<file path="src/rtl/masked_lin_map_pipe.sv">
`default_nettype none
// ============================================================================
// Module      : masked_lin_map_pipe
// Description : Share-wise GF(2) basis-change map (AES <-> tower) for a
//               DOM-masked S-box, behind a PIPE-deep valid/ready pipeline.
// Revision    : 1.0  initial release
// ============================================================================
module masked_lin_map_pipe #(
    parameter int N    = 2,
    parameter int PIPE = 1
) (
    input  logic             ClkxCI,
    input  logic             RstxRI,
    input  logic             ModexSI,
    input  logic             InValidxSI,
    output logic             InReadyxSO,
    input  logic [8*N-1:0]   DataInxDI,
    output logic             OutValidxSO,
    input  logic             OutReadyxSI,
    output logic [8*N-1:0]   DataOutxDO,
    output logic             ModexSO,
    output logic             BusyxSO
);

    localparam int c_WIDTH = 8 * N;

    // AES basis -> tower basis
    function automatic logic [7:0] f_inMap(input logic [7:0] x);
        f_inMap = {x[7] ^ x[6] ^ x[5] ^ x[2] ^ x[1] ^ x[0],
                   x[6] ^ x[5] ^ x[4] ^ x[0],
                   x[6] ^ x[5] ^ x[1] ^ x[0],
                   x[7] ^ x[6] ^ x[5] ^ x[0],
                   x[7] ^ x[4] ^ x[3] ^ x[1] ^ x[0],
                   x[0],
                   x[6] ^ x[5] ^ x[0],
                   x[6] ^ x[3] ^ x[2] ^ x[1] ^ x[0]};
    endfunction

    // tower basis -> AES basis
    function automatic logic [7:0] f_outMap(input logic [7:0] x);
        f_outMap = {x[5] ^ x[3],
                    x[7] ^ x[3],
                    x[6] ^ x[0],
                    x[7] ^ x[5] ^ x[3],
                    x[7] ^ x[6] ^ x[5] ^ x[4] ^ x[3],
                    x[6] ^ x[5] ^ x[3] ^ x[2] ^ x[0],
                    x[5] ^ x[4] ^ x[1],
                    x[6] ^ x[4] ^ x[1]};
    endfunction

    logic [c_WIDTH-1:0] w_mapped;
    logic [PIPE:0]      w_canLoad;
    logic [PIPE-1:0]    r_valid;
    logic [PIPE-1:0]    r_mode;
    logic [c_WIDTH-1:0] r_data [PIPE];

    generate
        for (genvar i = 0; i < N; i++) begin : g_share
            assign w_mapped[8*i +: 8] = ModexSI ? f_inMap(DataInxDI[8*i +: 8])
                                                : f_outMap(DataInxDI[8*i +: 8]);
        end
    endgenerate

    // A stage may load if it is empty or its occupant moves on this cycle.
    always_comb begin
        w_canLoad       = '0;
        w_canLoad[PIPE] = OutReadyxSI;
        for (int k = PIPE - 1; k >= 0; k--) begin
            w_canLoad[k] = ~r_valid[k] | w_canLoad[k+1];
        end
    end

    always_ff @(posedge ClkxCI) begin
        if (RstxRI) begin
            r_valid <= '0;
            r_mode  <= '0;
            for (int k = 0; k < PIPE; k++) begin
                r_data[k] <= '0;
            end
        end else begin
            if (w_canLoad[0]) begin
                r_valid[0] <= InValidxSI;
                if (InValidxSI) begin
                    r_data[0] <= w_mapped;
                    r_mode[0] <= ModexSI;
                end
            end
            // Data/mode only move with a real beat so shares never toggle on bubbles.
            for (int k = 1; k < PIPE; k++) begin
                if (w_canLoad[k]) begin
                    r_valid[k] <= r_valid[k-1];
                    if (r_valid[k-1]) begin
                        r_data[k] <= r_data[k-1];
                        r_mode[k] <= r_mode[k-1];
                    end
                end
            end
        end
    end

    assign InReadyxSO  = w_canLoad[0];
    assign OutValidxSO = r_valid[PIPE-1];
    assign DataOutxDO  = r_data[PIPE-1];
    assign ModexSO     = r_mode[PIPE-1];
    assign BusyxSO     = |r_valid;

endmodule
`default_nettype wire

</file>
<file path="config.mk">
export PLATFORM = sky130hd
export DESIGN_NAME = masked_lin_map_pipe
export DESIGN_NICKNAME = d
export VERILOG_FILES = /design/src/rtl/masked_lin_map_pipe.sv
export SDC_FILE = /design/constraint.sdc
export NUM_CORES = 1
export LEC_CHECK = 0
export BUFFER_PORTS_ARGS = -buffer_cell sky130_fd_sc_hd__buf_4
export CAP_MARGIN = 10
export CORE_AREA = 2 2 69 45
export DETAILED_ROUTE_END_ITERATION = 10
export DIE_AREA = 0 0 71 47
export GPL_TIMING_DRIVEN = 0
export PLACE_DENSITY_LB_ADDON = 0.05
export SETUP_SLACK_MARGIN = 0.2
export SYNTH_ARGS = -nofsm -noshare
export SYNTH_HDL_FRONTEND = slang
export SYNTH_SLANG_ARGS = --single-unit
export TNS_END_PERCENT = 30
</file>
<file path="constraint.sdc">
create_clock -name ClkxCI -period 1.7 [get_ports ClkxCI]
set_input_delay 0.17 -clock ClkxCI [delete_from_list [all_inputs] [get_ports ClkxCI]]
set_output_delay 0.17 -clock ClkxCI [all_outputs]
set_load 0.05 [all_outputs]
</file>
**Word level (Yosys, flattened, before mapping)**

Memories as Yosys holds them, arrays and structs flattened.
Index checks and enable logic that the tools add are counted.

- Word-level logic and storage cells: 85
- Flip-flop bits (word level): 2
- Memories kept: 1
- Output and inout bits: 20
- Bits in writable memories: 16

Memories:

| name | words | bits a word | rd ports | clocked after Yosys merged registers in | wr ports | RTL line | RTL |
|---|---|---|---|---|---|---|---|
| r_data | 1 | 16 | 1 | 0 | 1 | 55 | `logic [c_WIDTH-1:0] r_data [PIPE];` |

- Reductions and logical operators: 2
- Multiplexer cells: 10
- Bitwise operators: 70

Operators with widths:

| cell | number |
|---|---|
| $xor 1x1->1 | 68 |
| $mux 16 | 1 |
| $mux 8 | 2 |
| $reduce_or 16->1 | 1 |
| $mux 1 | 7 |
| $reduce_and 2->1 | 1 |
| $not 1->1 | 1 |
| $or 1x1->1 | 1 |

**Longest topological paths before layout**

- Depth after elaboration: 7
- Gate-level depth with buffers: 6
- Mapped depth without buffers: 4

**Worst setup path after synthesis**

Ideal clock, no wire load.

- Kind: reg2reg
- Start: reg r_valid (netlist: BusyxSO)
- End: mem r_data[0][0] in the netlist's numbering (data pin)
- Cell stages (with the launch flop): 7
- Slack: -0.455 ns
- Data required time: 1.443 ns
- Buffers on the path: 2
- Clock period less this slack: 2.155 ns
- Arrival: 1.898 ns
- Setup time: 0.257 ns
- Path through: dfxtp_1 nand2b_1 nand2_1 or2_2 clkbuf_1 buf_2 nor2_1

- Longest elaborated chain between the ends: 7

Ends and longest elaborated chain:

| element | RTL line | RTL |
|---|---|---|
| from (decl) | 53 | `logic [PIPE-1:0] r_valid;` |
| from (signal, indexed assignment) | 91 | `r_valid[k] <= r_valid[k-1];` |
| $not 1->1 | 69 | `w_canLoad[k] = ~r_valid[k] \| w_canLoad[k+1];` |
| $or 1x1->1 | 69 |  |
| named net InReadyxSO | 16 | `output logic InReadyxSO,` |
| $mux 1 | 81 | `if (w_canLoad[0]) begin` |
| $mux 1 | 74 | `if (RstxRI) begin` |
| $mux 1 (not written as such) | 84 | `r_data[0] <= w_mapped;` |
| $reduce_or 16->1 (no source line) | -- |  |
| $mux 16 (no source line) | -- |  |
| to (decl) | 55 |  |

The timed path passes the listed nets, and every way through them passes these cells.

**Worst setup path in the final report**

- Start: reg r_valid (netlist: BusyxSO)
- End: mem r_data[0][13] in the netlist's numbering (data pin)

- Longest elaborated chain between the ends: 7

Ends and longest elaborated chain:

| element | RTL line |
|---|---|
| $not 1->1 | 69 |
| $or 1x1->1 | 69 |
| $mux 1 | 81 |
| $mux 1 | 74 |
| $mux 1 (not written as such) | 84 |
| $reduce_or 16->1 (no source line) | -- |
| $mux 16 (no source line) | -- |

No other way between the ends.

==> flow_metrics.py <==
metrics = {
    "critical_path": {
        "reg2regPathDepth": 6,
        "cp.arrival_ps": 1540,
        "worstPathMaxFanout": 10,
        "critical-path-max-stage-delay_ps": 350,
        "critPathCapture": "r_data[0][13]",
        "worstPathBufferInverterCount": 2,
        "timing.reg2reg.setup_slack_ps": 270,
        "worst_path_max_delay_cell": "sky130_fd_sc_hd__dfxtp_4",
        "worst_r2r_endpoint": "r_data[0][13]",
        "crit_required_ps": 1810,
        "dominant_delay_contributor_by_cell_family_on_the_critical_path": "simple AND/OR/NAND/NOR gates",
        "crit_path_cell_trace": "nand2b_4, nand2_1, or2_2, clkbuf_2, buf_4, nor2_1",
        "category_of_the_worst_setup_path_capture_point": "register",
        "cp_num_cells": 6,
        "criticalPathCategory": "reg -> reg",
        "crit-reg2reg-launch": "BusyxSO",
        "setup.worst_path.start_class": "register",
        "timing.critical_path.from": "BusyxSO",
    },
    "clocking": {
        "clock-root-buffer": "sky130_fd_sc_hd__clkbuf_8",
        "post_cts_hold_fix_bufs": 0,
        "cts_tree": "built",
        "htree_levels": 1,
        "clockBufferDepth": 2,
        "insertion_delay_ps": 260,
        "total_cts_buffers": 3,
        "clock_sink_count": 18,
        "cts.clk_slew.worst_paths_ps": 60,
    },
    "run": {
        "number_of_max_cap_violations": 0,
    },
    "floorplanning": {
        "floorplan.die_area_sq_mm": 0.00334,
        "die_h_microns": 47,
        "die_width_microns": 71,
        "coreArea_sq_mm": 0.00272,
        "floorplan.io_pins": 41,
        "initial_core_util_pct": 46.9,
        "std_cell_rows": 15,
    },
    "placement": {
        "dpl.hpwl_microns": 1960,
        "placed_cells": 188,
        "detailedPlace.worstSlack_ps": 239,
        "buffer_ports.inserted": 33,
        "finalWeightedCongestion": 0.784,
    },
    "global_route": {
        "antenna_found_initial": 0,
        "grt.total_usage_pct": 15.9,
        "overflow": 0,
        "grt_pass1_vias": 800,
        "grt_first_pass_wirelength_microns": 3910,
        "grt_start_max_net_pins": 17,
    },
    "sta": {
        "layout_worst_path_cycle_share_pct": 84.1,
        "worst_hold_check_slack_ps": 82.4,
        "grt_setup_unrepaired": "true",
        "setup_total_negative_slack_ps": 0,
        "timing_max_transition_violations_final": 0,
        "headroom_to_the_max_slew_limit_pct": 51.2,
        "max_clock_freq_mhz": 699,
        "finalSetupViolCount": 0,
        "post-route-min-period_ps": 1430,
        "final-hold-violation-count": 0,
        "worst_clock_skew_ps": 5.68,
        "timing_worst_slew_pin_value_ps": 733,
        "final.setup.worst_slack_ps": 270,
    },
    "synthesis": {
        "postSynthRegisterBits": 18,
        "synthTopCellsByArea": "sky130_fd_sc_hd__edfxtp_1 38%, sky130_fd_sc_hd__xnor2_1 21%, sky130_fd_sc_hd__xor2_1 8.9%",
        "synth.cell_area_sq_mm": 0.00127,
        "syn-instance-count": 121,
        "yosysWarnings": 0,
        "seq_area_frac_synth_pct": 40.8,
        "mappedNetlistNets": 142,
        "synth_area_per_inst_sq_um": 10.5,
        "synthDistinctLibCells": 22,
        "synth.largest_area_cell": "sky130_fd_sc_hd__edfxtp_1",
        "portion_of_synthesized_cell_area_occupied_by_the_leading_cell_type_pct": 37.7,
    },
    "cells_and_area": {
        "multi_input_comb_area_sq_um": 693,
        "area_growth_syn_to_layout_pct": 27.5,
        "layout_commonest_cell": "sky130_fd_sc_hd__buf_4",
        "stdcell_count": 192,
        "final_net_count": 180,
        "layout-drive-gt1-share_pct": 32.9,
        "register_area_sq_um": 524,
        "antenna_cells": 0,
        "final_cell_mix": "37 x sky130_fd_sc_hd__buf_4, 30 x sky130_fd_sc_hd__xnor2_1, 16 x sky130_fd_sc_hd__nor2_1, 16 x sky130_fd_sc_hd__edfxtp_1, 13 x sky130_fd_sc_hd__xor2_1",
        "postLayoutCoreUtil_pct": 59.7,
        "layout.filler_cells": 246,
    },
    "drt": {
        "detailedRoute.firstPassIterationCount": 4,
        "post_drt_wl_per_cell_microns": 12.8,
        "route.detailed.drc": 0,
        "detail_route.iter0.violations": 43,
        "vias": 895,
        "antenna_violating_nets_post_route": 0,
        "routed_via_density": 4.66,
        "detail_route.wirelength_microns": 2460,
    },
    "hold_path": {
        "min_path_type": "in -> reg",
    },
    "power_and_ir_drop": {
        "p_leak_uw": 0.000696,
        "ir_drop_mv": 0.314,
        "power-per-cell-area_mw_per_mm2": 859,
    },
    "status": {
        "run_status": "complete, no violations",
    },
}
==> synthesized netlist by cell type, drive strengths merged <==
master,count
nor2,16
mux2i,6
or3,2
xnor2,31
o21ai,2
a211oi,4
nand2b,2
nand3,1
clkbuf,4
inv,1
or2,1
dfxtp,2
buf,8
xor2,13
nand2,4
xor3,2
a21oi,6
edfxtp,16
==> state kept, by name (all words and copies together), names as in the netlist <==
register,count
BusyxSO,1
ModexSO,1
r_data,16
==> logic make-up (layout without fill, tap and decap cells) <==
logic type                after synthesis  in the layout  synth area share (%)
DFF                                    18             18                  40.8
buffers and inverters                  13             50                  5.40
muxes                                   6              6                  4.71
AOI/OAI and AO/OA                      12             12                  5.50
and+or+nand+nor                        26             26                  8.73
xor gates and xnor gates               46             46                  34.8
==> worst register-to-register path, stage by stage (launching register included) <==
cell and delay, ps:
sky130_fd_sc_hd__dfxtp_4 350, sky130_fd_sc_hd__nand2b_4 80, sky130_fd_sc_hd__nand2_1 80, sky130_fd_sc_hd__or2_2 270, sky130_fd_sc_hd__clkbuf_2 170, sky130_fd_sc_hd__buf_4 190
sky130_fd_sc_hd__nor2_1 130
==> power by group <==
group	switching [uW]	internal [uW]	total [uW]	leakage, uW
Sequential	12.8	529	542	0.000192
Combinational	330	219	549	0.000481
Clock	144	161	305	0.0000231
==> timing repair <==
| item | 4_1_cts | 5_1_grt |
|---|---|---|
| setup buffers | 0 | 0 |
| gates resized for setup | 0 | 0 |
| setup endpoints to repair | 0 | 16 |
| hold endpoints to repair | 0 | 0 |
==> worst min path at each step <==
stage / slack, ps / from / endpoint / cells past startpoint
6_report: 80 / RstxRI / BusyxSO / 2
5_1_grt: 80 / RstxRI / BusyxSO / 2
4_1_cts: 80 / RstxRI / BusyxSO / 2
3_5_place_dp: 350 / RstxRI / BusyxSO / 2
3_3_place_gp: 340 / RstxRI / BusyxSO / 2
2_1_floorplan: 230 / RstxRI / BusyxSO / 1
==> through the flow <==
stage,area (sq um),power (uW)
global placement,1580,1100
CTS,1630,1400
floorplan,1290,960
finish,1630,1400
detailed placement,1580,1100
global route,1630,1460
==> final cells by class <==
cell class / instances / area share (%)
clock buffers: 3 / 2.54
flip-flops and latches: 18 / 32.3
repair buffers: 33 / 15.2
well taps: 34 / 2.62
clock inverters: 1 / 0.231
plain buffers: 12 / 4.23
inverters: 1 / 0.231
multi-input cells: 90 / 42.6
==> metal layers <==
metal  vias to the layer above  routed length, microns  global-route usage, %
met5                         -                       0                      0
met4                         0                      12                   6.79
met3                         2                     143                   3.22
met2                        30                     942                   22.1
met1                       392                    1360                   24.3
li1                        471                       -                      -
No activity file was read; power rests on OpenSTA's default activity.
